### src/rtl/aes_pkg.sv
// aes_pkg: shared AES stream datapath constants, block type, serializer state and sizing helpers.
package aes_pkg;

    localparam int BLOCK_W     = 128;
    localparam int BLOCK_BYTES = BLOCK_W / 8;

    typedef logic [BLOCK_W-1:0] block_t;

    typedef enum logic {IDLE, SEND} ser_state_e;

    function automatic int nbytes_width();
        return $clog2(BLOCK_BYTES + 1);
    endfunction

    function automatic int beats_for_width(int w);
        return BLOCK_W / w;
    endfunction

    function automatic int cnt_width(int beats);
        return (beats > 1) ? $clog2(beats) : 1;
    endfunction

    localparam int NBYTES_W = nbytes_width();

endpackage

### src/rtl/aes_axis_keep_gen.sv
// aes_axis_keep_gen: byte-enable and final-beat decode for a partially filled last block.
module aes_axis_keep_gen
    import aes_pkg::*;
#(
    parameter int W     = 32,
    parameter int BEATS = beats_for_width(W),
    parameter int CW    = cnt_width(BEATS)
) (
    input  logic                last_i,
    input  logic [NBYTES_W-1:0] nbytes_i,
    input  logic [CW-1:0]       cnt_i,
    output logic [W/8-1:0]      keep_o,
    output logic                final_beat_o
);

    localparam int KB = W / 8;

    int   nb;
    int   last_idx;
    int   rem;
    logic at_last;

    // Out-of-range byte counts are treated as a full block.
    always_comb begin
        nb           = (nbytes_i == '0 || int'(nbytes_i) > BLOCK_BYTES) ? BLOCK_BYTES : int'(nbytes_i);
        last_idx     = (nb + KB - 1) / KB - 1;
        rem          = nb % KB;
        at_last      = last_i && int'(cnt_i) == last_idx;
        final_beat_o = last_i ? at_last : int'(cnt_i) == BEATS - 1;
        for (int i = 0; i < KB; i++) keep_o[i] = !at_last || rem == 0 || i < rem;
    end

endmodule

### src/rtl/aes_axis_block_serializer.sv
// aes_axis_block_serializer: 128-bit cipher blocks -> AXI4-Stream master beats, zero-bubble.
// Define AES_AXIS_TKEEP_EN to add s_blk_nbytes / m_axis_tkeep for short last blocks.
module aes_axis_block_serializer
    import aes_pkg::*;
#(
    parameter int BLOCK_WIDTH        = 128,
    parameter int M_AXIS_TDATA_WIDTH = 32
) (
    input  logic                          clk,
    input  logic                          rst_n,
    input  logic [BLOCK_WIDTH-1:0]        s_blk_data,
    input  logic                          s_blk_last,
`ifdef AES_AXIS_TKEEP_EN
    input  logic [NBYTES_W-1:0]           s_blk_nbytes,
    output logic [M_AXIS_TDATA_WIDTH/8-1:0] m_axis_tkeep,
`endif
    input  logic                          s_blk_valid,
    output logic                          s_blk_ready,
    output logic [M_AXIS_TDATA_WIDTH-1:0] m_axis_tdata,
    output logic                          m_axis_tlast,
    output logic                          m_axis_tvalid,
    input  logic                          m_axis_tready
);

    localparam int W     = M_AXIS_TDATA_WIDTH;
    localparam int BEATS = beats_for_width(W);
    localparam int CW    = cnt_width(BEATS);

    ser_state_e             state_q;
    logic [BLOCK_WIDTH-1:0] blk_q;
    logic                   last_q;
    logic [CW-1:0]          cnt_q;
    logic [CW-1:0]          cnt_d;
    logic                   final_beat;
    logic                   accept;

`ifdef AES_AXIS_TKEEP_EN
    logic [NBYTES_W-1:0] nbytes_q;
    logic [W/8-1:0]      keep;

    aes_axis_keep_gen #(.W(W)) u_keep_gen (
        .last_i       (last_q),
        .nbytes_i     (nbytes_q),
        .cnt_i        (cnt_q),
        .keep_o       (keep),
        .final_beat_o (final_beat)
    );

    assign m_axis_tkeep = (state_q == SEND) ? keep : '0;
`else
    assign final_beat = cnt_q == CW'(BEATS - 1);
`endif

    assign cnt_d         = cnt_q + CW'(1);
    assign s_blk_ready   = (state_q == IDLE) || (state_q == SEND && final_beat && m_axis_tready);
    assign accept        = s_blk_valid && s_blk_ready;
    assign m_axis_tvalid = state_q == SEND;
    assign m_axis_tlast  = state_q == SEND && last_q && final_beat;

    if (BEATS == 1) begin : g_slice
        assign m_axis_tdata = blk_q[W-1:0];
    end else begin : g_mux
        assign m_axis_tdata = blk_q[int'(cnt_q)*W +: W];
    end

    // A final-beat handshake and a new block acceptance share the same edge.
    always_ff @(posedge clk or negedge rst_n) begin
        if (!rst_n) begin
            state_q  <= IDLE;
            blk_q    <= '0;
            last_q   <= 1'b0;
            cnt_q    <= '0;
`ifdef AES_AXIS_TKEEP_EN
            nbytes_q <= '0;
`endif
        end else if (accept) begin
            state_q  <= SEND;
            blk_q    <= s_blk_data;
            last_q   <= s_blk_last;
            cnt_q    <= '0;
`ifdef AES_AXIS_TKEEP_EN
            nbytes_q <= s_blk_nbytes;
`endif
        end else if (state_q == SEND && m_axis_tready) begin
            if (final_beat) state_q <= IDLE;
            else cnt_q <= cnt_d;
        end
    end

endmodule
### config.mk
export PLATFORM = sky130hd
export DESIGN_NAME = aes_axis_block_serializer
export DESIGN_NICKNAME = d
export VERILOG_FILES = /design/src/rtl/aes_pkg.sv /design/src/rtl/aes_axis_keep_gen.sv /design/src/rtl/aes_axis_block_serializer.sv
export SDC_FILE = /design/constraint.sdc
export NUM_CORES = 1
export LEC_CHECK = 0
export BUFFER_PORTS_ARGS = -buffer_cell sky130_fd_sc_hd__buf_2
export CAP_MARGIN = 10
export CORE_ASPECT_RATIO = 1.25
export CORE_UTILIZATION = 47
export CTS_CLUSTER_DIAMETER = 30
export DETAILED_ROUTE_END_ITERATION = 8
export GPL_TIMING_DRIVEN = 0
export PLACE_DENSITY_LB_ADDON = 0.3
export SLEW_MARGIN = 10
export SYNTH_ARGS = -nofsm -noshare
export SYNTH_HDL_FRONTEND = slang
export SYNTH_SLANG_ARGS = --single-unit
### constraint.sdc
create_clock -name clk -period 1.5 [get_ports clk]
set_input_delay 0.15 -clock clk [delete_from_list [all_inputs] [get_ports clk]]
set_output_delay 0.15 -clock clk [all_outputs]
set_load 0.02 [all_outputs]
Word level (Yosys, flattened, before mapping). Cells that the tools add are included.

$add $sub $neg: 1. $mul: 0. Div/mod/pow operators: 0. Magnitude comparators: 0. Eq/ne operators: 2. Shift operators: 1. Multiplexer cells: 6. Bitwise operators: 1. Reductions and logical operators: 11.

Operators by type and width (count): $shiftx 128x8->32 (1); $logic_and 1x1->1 (6); $mux 2 (3); $reduce_and 2->1 (2); $reduce_bool 2->1 (2); $mux 1 (3); $add 2x1->2 const B (1); $eq 2x2->1 const B (1); $ne 2x1->1 const B (1); $logic_or 1x1->1 (1); $not 1->1 (1).

Bits in registers: 132. Latch bits: 0. Bits in writable memories: 0. Memory bits (read-only): 0. Output and inout bits: 35. Memories: 0.

Longest topological paths before layout. Gate-level depths: netlist (run 1).

Depth in word-level cells: 7. Gate-level depth with buffers: 6.

Least setup slack after synthesis (run 1). Ideal clock, no wire load.

Path type: reg-to-reg. Start: reg cnt_q[0]. End: reg blk_q[10]. Library setup time: 0.125 ns. Data arrival time: 1.539 ns. Slack: -0.164 ns. Cell stages (with the launch flop): 7. Cells stage by stage: dfrtp_1 > ha_1 > a21bo_4 > nand2_4 > buf_12 > buf_12 > mux2_2.

Word-level cells in the longest chain between the ends: 5.

Ends and longest elaborated chain: start, declared (RTL line aes_axis_block_serializer.sv:32) `logic [CW-1:0] cnt_q;`; start signal, assigned (RTL line aes_axis_block_serializer.sv:86) `else cnt_q <= cnt_d;`; $eq 2x2->1 (RTL line aes_axis_block_serializer.sv:51) `assign final_beat = cnt_q == CW'(BEATS - 1);`; $logic_and 1x1->1 (2 in a row) (RTL line aes_axis_block_serializer.sv:55) `assign s_blk_ready = (state_q == IDLE) || (state_q == SEND && final_beat && m_axis_tready);`; $logic_or 1x1->1 (RTL line aes_axis_block_serializer.sv:55); net s_blk_ready (RTL line aes_axis_block_serializer.sv:18) `output logic s_blk_ready,`; $logic_and 1x1->1 (RTL line aes_axis_block_serializer.sv:56) `assign accept = s_blk_valid && s_blk_ready;`; end signal, assigned (RTL line aes_axis_block_serializer.sv:78) `blk_q <= s_blk_data;`; end, declared (RTL line aes_axis_block_serializer.sv:30) `logic [BLOCK_WIDTH-1:0] blk_q;`.

The timed path passes the listed nets, and every way through them passes these cells. A chain may end at the register's enable or synchronous reset.

Worst setup path after layout (run 1).
Start: reg cnt_q[0]. End: out m_axis_tdata[21].

Word-level cells in the longest chain between the ends: 1.

Ends and longest elaborated chain: $shiftx 128x8->32 (RTL line aes_axis_block_serializer.sv:63) `assign m_axis_tdata = blk_q[int'(cnt_q)*W +: W];`; end, declared (RTL line aes_axis_block_serializer.sv:19) `output logic [M_AXIS_TDATA_WIDTH-1:0] m_axis_tdata,`.

Every way passes these cells.

==> flow_metrics.py, run 1 <==
metrics = {
    "global_routing": {
        "gr-max-usage-layer": "met2",
        "grt_pass1_vias": 4976,
        "antenna_found_initial": 0,
        "grt_overflow": 0,
        "grt_usage_pct": 28.1,
        "met2_usage_pct": 51.1,
        "met1_usage_pct": 30.8,
        "grt_pass1_wl_um": 26200,
        "use_met3_pct": 5.85,
        "grt_max_degree": 75,
    },
    "clocking": {
        "clock-sinks": 132,
        "clk_path_buf_depth": 2,
        "cts_tree": "built",
        "cts-root-buf": "clkbuf_16",
        "clock_latency_ns": 0.41,
        "cts_buffers": 17,
        "htreeDepth": 4,
        "cts.clk_slew.worst_paths_ns": 0.06,
    },
    "critical_path": {
        "crit_slowest_cell": "mux4_2",
        "cp_num_buf_inv": 3,
        "critPathKind": "flip-flop to output pin",
        "cp_top_family": "multiplexers",
        "setup.worst_path.end_class": "output pin",
        "crit_chain": "buf_8, buf_12, mux4_2, buf_2",
        "required_ns": 1.35,
        "arrival_ns": 1.80,
        "slowest_delay_ns": 0.51,
        "cp-start-kind": "flip-flop",
        "worstPathMaxFanout": 10,
    },
    "logic_synthesis": {
        "synth_top_area_share_pct": 55.8,
        "synth_area_leaders": "dfrtp_1 (56%), mux2_2 (23%), mux4_2 (12%)",
        "syn-num-nets": 463,
        "ys_seq_elements": 132,
        "synth_most_common_cell": "dfrtp_1",
        "synth_flop_cell": "dfrtp_1",
        "yosysSeqAreaShare_pct": 55.8,
        "synth_common_cells": "dfrtp_1 (132), mux2_2 (119), mux4_2 (32)",
        "synth-edff-count": 0,
        "avgSynthCellArea_um2": 18.0,
        "yosys_warnings": 0,
        "syn_area_mm2": 0.00592,
        "synth_cell_type_count": 22,
        "synth_cells": 329,
        "async_flop_share_pct": 100,
        "synth_top_area_cell": "dfrtp_1",
    },
    "sta": {
        "min_period_ns": 1.95,
        "worst_pin_slew_ns": 0.573,
        "drv_slew": 0,
        "worst_slack_ns": -0.452,
        "maxSlewHeadroom_pct": 61.8,
        "clock_skew_ns": 0.00324,
        "finalHoldViolCount": 0,
        "fin_crit_sh_pct": 130,
        "max_freq_ghz": 0.512,
        "rsz0062_at_grt": "true",
        "setup_viol": 163,
        "holdWs_ns": 0.0453,
    },
    "floorplan": {
        "die_area_mm2": 0.0130,
        "coreArea_mm2": 0.0122,
        "ioPinCount": 168,
        "die_x_um": 102,
        "start_util_pct": 48.4,
        "die_h_um": 127,
        "num_rows": 45,
    },
    "worst_hold_path": {
        "hold_class": "input port to flip-flop",
    },
    "layout": {
        "drive_gt1_share_pct": 60.9,
        "nNetsFinal": 816,
        "fin_area_mm2": 0.0100,
        "num_antenna_cells": 0,
        "seqCellArea_mm2": 0.00330,
        "multiInputGateArea_mm2": 0.00251,
        "fill_cells": 629,
        "area_delta_synth_final_pct": 69.9,
    },
    "routing": {
        "wirelength_um": 18100,
        "avgRoutedWirePerCell_um": 21.0,
        "post-route-drc-count": 0,
        "drt_iter0_drc": 160,
        "vias": 4461,
        "vias_per_cell": 5.19,
        "drt_first_pass_iters": 4,
        "ant_nets": 0,
    },
    "run_status": {
        "violations": "setup timing",
        "run_status": "finished with violations",
    },
    "power": {
        "peakVddDrop_uv": 1200,
        "leakage_nw": 4.85,
        "power-per-cell-area_mw_per_mm2": 2100,
    },
    "place": {
        "place_area_mm2": 0.00708,
        "dpl.hpwl_um": 9210,
        "portBuffers": 167,
        "routabilityCongestion": 0.736,
    },
    "run": {
        "drv_cap": 0,
    },
}
[worst reg2reg max path, stage by stage (launching register included)]
cell	delay, ns
dfrtp_1	0.40
buf_4	0.15
ha_4	0.17
a21bo_4	0.24
nand2_8	0.13
buf_16	0.17
buf_12	0.13
clkbuf_16	0.15
mux2_4	0.30
[through the flow]
stage	TNS, ns	cells	util [%]	power, mW	worst slack [ns]
final	-62.02	859	82.3	21.1	-0.452
after global routing	-67.92	859	82.3	22.0	-0.498
after CTS	-62.26	847	79.6	20.2	-0.454
after detailed placement	-32.63	661	57.9	13.9	-0.424
after global placement	-213.86	660	57.6	13.6	-1.63
after floorplan	-13.17	329	-	11.8	-0.124
[cells by family (layout without fill, tap and decap cells)]
group | after synthesis | after routing | synth area share, %
multiplexers | 162 | 162 | 37.5
adder cells (fa/ha/maj) | 1 | 1 | 0.211
buffers and inverters | 23 | 389 | 5.01
flip-flops | 132 | 132 | 55.8
AO/OA/AOI/OAI | 5 | 5 | 0.740
AND/OR/NAND/NOR | 6 | 6 | 0.656
[sequential cells by signal (all words and copies together), names as in the netlist]
register,count
last_q,1
m_axis_tvalid,1
cnt_q,2
blk_q,128
[routing by layer]
| metal | wire (um) | part of all wire (%) |
|---|---|---|
| met1 | 6870 | 38 |
| met2 | 9820 | 54 |
| met3 | 716 | 4.0 |
| met4 | 670 | 3.7 |
| met5 | 0 | 0 |
[cell type report]
| class | count | area share, % |
|---|---|---|
| Clock inverter | 13 | 2.50 |
| Sequential cell | 132 | 32.9 |
| Tap cell | 164 | 2.04 |
| Clock buffer | 19 | 4.51 |
| Multi-Input combinational cell | 174 | 25.0 |
| Inverter | 1 | 0.0374 |
| Timing Repair Buffer | 334 | 29.1 |
| Buffer | 22 | 4.00 |
[power breakdown]
| part | switching [mW] | leakage, nW | total [mW] | internal (mW) |
|---|---|---|---|---|
| registers | 1.02 | 1.57 | 6.40 | 5.38 |
| clock network | 1.60 | 0.347 | 4.98 | 3.38 |
| logic | 3.87 | 2.92 | 9.71 | 5.84 |
| total | 6.49 | 4.85 | 21.1 | 14.6 |
[cells in the final DEF, fill, tap and decap left out, types with 2 or more instances in the layout]
cell,count
clkbuf_16,19
buf_12,25
clkinv_2,3
bufinv_16,7
mux2_4,56
buf_2,155
clkbuf_8,4
mux2_2,73
buf_8,4
clkinv_4,2
mux4_2,32
dlygate4sd3_1,130
buf_4,9
buf_6,15
nand2_1,2
buf_16,12
dfrtp_1,131
[timing repair]
action | CTS | global route
hold endpoints to repair | 186 | 1
pin swaps | 0 | 2
hold buffers | 129 | 1
setup buffers | 13 | 9
setup endpoints to repair | 162 | 163
gates cloned | 12 | 2
gates resized for setup | 37 | 60
[path summary, 6_finish.rpt]
path / startpoint / endpoint / slack (ns) / cells past startpoint
min reg2reg: blk_q[70] / blk_q[70] / 0.50 / 1
min: s_blk_valid / m_axis_tvalid / 0.05 / 2
max reg2reg: cnt_q[0] / blk_q[8] / -0.45 / 8
max in group asynchronous: rst_n / m_axis_tvalid / 0.46 / 3
max: cnt_q[0] / m_axis_tdata[21] / -0.45 / 4
min in group asynchronous: rst_n / blk_q[121] / 0.28 / 2
(Power assumes the default switching activity.)
==> inputs of run 2 (changes only) <==
SETUP_SLACK_MARGIN = 0.02   (was not set)
==> run 2 against run 1 <==
The flow still finishes with violations (setup timing). Wire length shrank 2.2%. Clock power shrank 11%. Worst hold slack lost 0.0098 ns. Clock skew grew 0.0040 ns. Clock-buffer cell count grew 4. Largest cell class unchanged.
==> flow_metrics.py, run 2 (synthesis gave the netlist of run 1 again) <==
metrics = {
    "layout": {
        "num_antenna_cells": 0,
        "top_register": "blk_q",
        "largest_reg_flops": 128,
        "layout_commonest_cell": "buf_2",
        "top_regs": "blk_q (128), cnt_q (2)",
        "seqCellArea_mm2": 0.00330,
        "layout.cells.non_filler": 850,
        "drive_gt1_share_pct": 59.9,
        "multiInputGateArea_mm2": 0.00240,
        "fin_util_pct": 81.6,
        "area_delta_synth_final_pct": 68.6,
        "fill_cells": 618,
        "nNetsFinal": 807,
        "final_cell_mix": "buf_2 (135), dfrtp_1 (131), dlygate4sd3_1 (130)",
    },
    "routing": {
        "post-route-drc-count": 0,
        "vias": 4386,
        "avgRoutedWirePerCell_um": 20.8,
        "vias_per_cell": 5.16,
        "ant_nets": 0,
        "wirelength_um": 17700,
        "drt_first_pass_iters": 4,
        "drt_iter0_drc": 111,
    },
    "sta": {
        "fin_crit_sh_pct": 132,
        "maxSlewHeadroom_pct": 61.1,
        "drv_slew": 0,
        "max_freq_ghz": 0.507,
        "worst_pin_slew_ns": 0.584,
        "rsz0062_at_grt": "true",
        "finalHoldViolCount": 0,
        "min_period_ns": 1.97,
        "setup_tns_ns": -54.08,
        "setup_viol": 163,
        "worst_slack_ns": -0.473,
        "clock_skew_ns": 0.00720,
    },
    "floorplan": {
        "die_x_um": 102,
        "coreArea_mm2": 0.0122,
        "ioPinCount": 168,
        "die_h_um": 127,
        "start_util_pct": 48.4,
        "die_area_mm2": 0.0130,
        "num_rows": 45,
    },
    "clocking": {
        "cts_buffers": 17,
        "cts.clk_slew.worst_paths_ns": 0.05,
        "clock-sinks": 132,
        "clock_latency_ns": 0.42,
        "htreeDepth": 4,
        "cts_tree": "built",
        "clk_path_buf_depth": 2,
        "cts-root-buf": "clkbuf_16",
    },
    "power": {
        "leakage_nw": 4.78,
        "peakVddDrop_uv": 1090,
        "seq_power_share_pct": 30.0,
        "power_mw": 21.2,
        "p_sw_share_pct": 30.5,
        "power-per-cell-area_mw_per_mm2": 2130,
        "p_sw_mw": 6.48,
        "p_comb_share_pct": 49.1,
        "pwr-share-clk_pct": 20.8,
        "p_int_mw": 14.7,
    },
    "place": {
        "dp_cells": 661,
        "portBuffers": 167,
        "routabilityCongestion": 0.771,
        "dpl.hpwl_um": 9100,
        "place_ws_ns": -0.398,
    },
    "global_routing": {
        "grt_overflow": 0,
        "antenna_found_initial": 0,
        "grt_max_degree": 71,
        "grt_pass1_vias": 4997,
        "grt_pass1_wl_um": 26100,
        "grt_usage_pct": 27.7,
    },
    "critical_path": {
        "worstPathMaxFanout": 8,
        "required_ns": 1.35,
        "setup.worst_path.end_class": "output pin",
        "critPathKind": "flip-flop to output pin",
        "arrival_ns": 1.82,
        "cp-start-kind": "flip-flop",
    },
    "run_status": {
        "run_status": "finished with violations",
        "violations": "setup timing",
    },
    "worst_hold_path": {
        "hold_class": "input port to flip-flop",
    },
    "run": {
        "drv_cap": 0,
    },
}
-- run 2: changes by cell type in the layout (fill, tap and decap cells not counted), moves of 4 or more --
cell       delta
buf_6        +18
mux2_4       -26
bufbuf_16    +12
mux2_2       +26
buf_2        -20
buf_4         -4
buf_16       -10
-- run 2: repair_timing --
action	CTS	global route
hold endpoints to repair	191	0
resized for setup	27	65
hold buffers	130	0
gates cloned	14	3
setup buffers	11	0
setup endpoints to repair	162	163
-- run 2: area by class of cell --
class,count,area share [%]
multi-input combinational,174,24.1
buffer,21,3.69
sequential,132,33.1
clock buffer,23,4.79
clock inverter,9,1.51
inverter,1,0.0376
timing repair buffer,326,30.7
tap,164,2.06
-- run 2: path summary, 6_finish.rpt --
check	from	cells past startpoint	endpoint	slack [ns]
min	s_blk_valid	2	m_axis_tvalid	0.04
max reg2reg	cnt_q[0]	6	blk_q[10]	-0.43
max	cnt_q[0]	4	m_axis_tdata[20]	-0.47
min reg2reg	blk_q[17]	1	blk_q[17]	0.50
min in group asynchronous	rst_n	2	blk_q[120]	0.29
max in group asynchronous	rst_n	3	blk_q[98]	0.45
-- run 2: power by group through the flow --
stage	Combinational (mW)	Clock, mW	Sequential, mW
after detailed placement	7.60	0	6.30
after floorplan	5.85	0	5.97
after global routing	11.0	4.65	6.56
final	10.4	4.43	6.37
after CTS	8.90	4.46	6.26
after global placement	7.44	0	6.17
-- run 2: critical path: stages, from the launching register on --
cell	delay, ns
dfrtp_1	0.40
buf_12	0.18
buf_12	0.14
mux4_2	0.53
buf_6	0.16
-- run 2: metrics by stage --
| step | cell area (um2) | hold WS [ns] |
|---|---|---|
| floorplan | 6010 | -0.146 |
| global placement | 7050 | 0.382 |
| detailed placement | 7090 | 0.168 |
| CTS | 9700 | 0.0248 |
| global route | 9970 | 0.0317 |
| finish | 9970 | 0.0355 |
-- run 2: routing by layer --
| metal | GRT usage [%] | share of wire (%) | vias to the layer above |
|---|---|---|---|
| met3 | 6.18 | 4.6 | 54 |
| met4 | 12.7 | 3.8 | 0 |
| met5 | 0 | 0 | - |
| met2 | 50.1 | 55 | 172 |
| met1 | 30.5 | 37 | 2231 |
| li1 | - | - | 1929 |
==> inputs of run 3 (changes only) <==
CORE_UTILIZATION = 52   (was 47)
RECOVER_POWER = 50   (was not set)
SKIP_CTS_REPAIR_TIMING = 1   (was not set)
clock period = 1.9 ns   (was 1.5 ns; I/O delays follow)
==> run 3 against run 2 <==
The run still ends with setup timing left. Core utilization down 12 points. Total power decreased by 32%. Cell count decreased by 21%. Sequential power is 22% lower. Sequential share of layout area grew 9.6 points. Clock power decreased by 22%. Critical path type unchanged. Critical endpoint is now m_axis_tdata[28]. Largest cell class is now sequential cells.
==> flow_metrics.py, run 3 (synthesis gave the netlist of run 1 again) <==
metrics = {
    "run_status": {
        "run_status": "finished with violations",
        "violations": "setup timing",
    },
    "run": {
        "drv_cap": 0,
    },
    "floorplan": {
        "die_x_um": 97.4,
        "die_h_um": 121,
        "num_rows": 43,
        "ioPinCount": 168,
        "coreArea_mm2": 0.0111,
        "die_area_mm2": 0.0118,
        "start_util_pct": 53.4,
    },
    "routing": {
        "wirelength_um": 12700,
        "drt_first_pass_iters": 4,
        "vias_per_cell": 5.35,
        "ant_nets": 0,
        "vias": 3588,
        "drt_iter0_drc": 113,
        "avgRoutedWirePerCell_um": 18.9,
        "post-route-drc-count": 0,
    },
    "layout": {
        "largest_reg_flops": 128,
        "top_register": "blk_q",
        "top_regs": "blk_q (128), cnt_q (2)",
        "area_delta_synth_final_pct": 30.8,
        "layout_commonest_cell": "buf_2",
        "nNetsFinal": 658,
        "num_antenna_cells": 0,
        "drive_gt1_share_pct": 72.4,
        "final_cell_mix": "buf_2 (162), dfrtp_1 (132), mux2_2 (119)",
    },
    "critical_path": {
        "endpoint": "m_axis_tdata[28]",
        "setup.worst_path.end_class": "output pin",
        "crit_slowest_cell": "mux4_2",
        "slowest_delay_ns": 0.53,
        "reg2reg_depth": 7,
        "cp_num_buf_inv": 3,
        "cp-start-kind": "flip-flop",
        "crit_path_start": "cnt_q[0]",
        "regToRegStartpoint": "cnt_q[0]",
        "r2r_slack_ns": 0,
        "cp_top_family": "multiplexers",
        "worstPathMaxFanout": 10,
        "required_ns": 1.71,
        "crit_cells": 4,
        "critPathKind": "flip-flop to output pin",
        "crit_chain": "buf_8, buf_12, mux4_2, buf_2",
        "r2r_end": "blk_q[67]",
        "arrival_ns": 1.79,
    },
    "power": {
        "p_sw_share_pct": 31.1,
        "p_int_mw": 9.99,
        "peakVddDrop_uv": 864,
        "power-per-cell-area_mw_per_mm2": 1870,
        "power_mw": 14.5,
        "leakage_nw": 3.67,
        "seq_power_share_pct": 34.2,
        "p_sw_mw": 4.51,
        "pwr-share-clk_pct": 23.8,
        "p_comb_share_pct": 42.0,
    },
    "global_routing": {
        "met2_usage_pct": 40.6,
        "gr-max-usage-layer": "met2",
        "grt_pass1_wl_um": 20600,
        "antenna_found_initial": 0,
        "grt_usage_pct": 23.2,
        "use_met3_pct": 6.85,
        "grt_max_degree": 92,
        "grt_pass1_vias": 4175,
        "met1_usage_pct": 27.7,
        "grt_overflow": 0,
    },
    "sta": {
        "rsz0062_at_grt": "true",
        "worst_pin_slew_ns": 1.06,
        "max_freq_ghz": 0.505,
        "fin_crit_sh_pct": 104,
        "maxSlewHeadroom_pct": 29.0,
        "clock_skew_ns": 0.00465,
        "setup_viol": 31,
        "finalHoldViolCount": 0,
        "min_period_ns": 1.98,
        "drv_slew": 0,
        "worst_slack_ns": -0.0811,
        "holdWs_ns": 0.0122,
    },
    "worst_hold_path": {
        "holdCritStartpoint": "s_blk_data[38]",
        "hold_class": "input port to flip-flop",
    },
    "place": {
        "routabilityCongestion": 0.749,
        "dpl.hpwl_um": 8960,
        "portBuffers": 167,
    },
    "clocking": {
        "cts-root-buf": "clkbuf_16",
        "clock-sinks": 132,
        "cts_tree": "built",
        "cts.clk_slew.worst_paths_ns": 0.06,
        "cts_buffers": 17,
        "clock_latency_ns": 0.40,
        "htreeDepth": 4,
        "clk_path_buf_depth": 2,
    },
}
run 3: cell types whose count changed in the layout (fill, tap and decap cells not counted), moves of 3 or more:
cell and change:
buf_12 -7, buf_2 +27, buf_6 -28, bufbuf_16 -13, clkbuf_1 -3, clkbuf_16 -3
dlygate4sd3_1 -126, mux2_2 +20, mux2_4 -20
run 3: how the worst min path moves through the flow:
| stage | cells after the start | end |
|---|---|---|
| floorplan | 0 | blk_q[0] |
| global placement | 2 | blk_q[103] |
| detailed placement | 1 | blk_q[26] |
| CTS | 1 | blk_q[26] |
| global route | 2 | blk_q[114] |
| finish | 2 | blk_q[38] |
run 3: area by class of cell:
type                       instances  area, um2
sequential                       132       3300
clock buffer                      19        453
clock inverter                    12        179
buffer                            22        362
inverter                           1       3.75
tap                              135        169
timing repair buffer             176        953
fill                             796       3340
multi-input combinational        174       2320
run 3: worst register-to-register path, stage by stage, from the launching register on:
cell and delay, ns:
dfrtp_1 0.40, buf_4 0.14, ha_1 0.24, a21bo_4 0.24, nand2_4 0.09, buf_12 0.18, buf_12 0.16, mux2_2 0.35
run 3: per-stage QoR:
step / instances / cell area, um2 / setup TNS, ns / util [%] / worst slack, ns
2_1_floorplan: 329 / 5920 / 0 / - / 0.236
3_3_place_gp: 631 / 6920 / -135.55 / 62.4 / -1.04
3_5_place_dp: 632 / 6950 / -0.0454 / 62.7 / -0.0184
4_1_cts: 663 / 7590 / -11.54 / 68.4 / -0.490
5_1_grt: 671 / 7740 / -8.00 / 69.8 / -0.137
6_report: 671 / 7740 / -1.44 / 69.8 / -0.0811
run 3: routing by layer:
metal / vias to the layer above / share of wire, %
met3: 15 / 5.6
met1: 1845 / 39
met5: - / 0
met4: 0 / 1.3
met2: 108 / 54
li1: 1620 / -
run 3: power groups by stage:
stage	Clock, mW	Sequential (mW)	Combinational (mW)
final	3.45	4.96	6.09
after global routing	3.64	5.13	6.51
after CTS	3.50	4.96	5.83
after detailed placement	0	4.98	5.79
after global placement	0	4.85	5.63
after floorplan	0	4.70	4.43
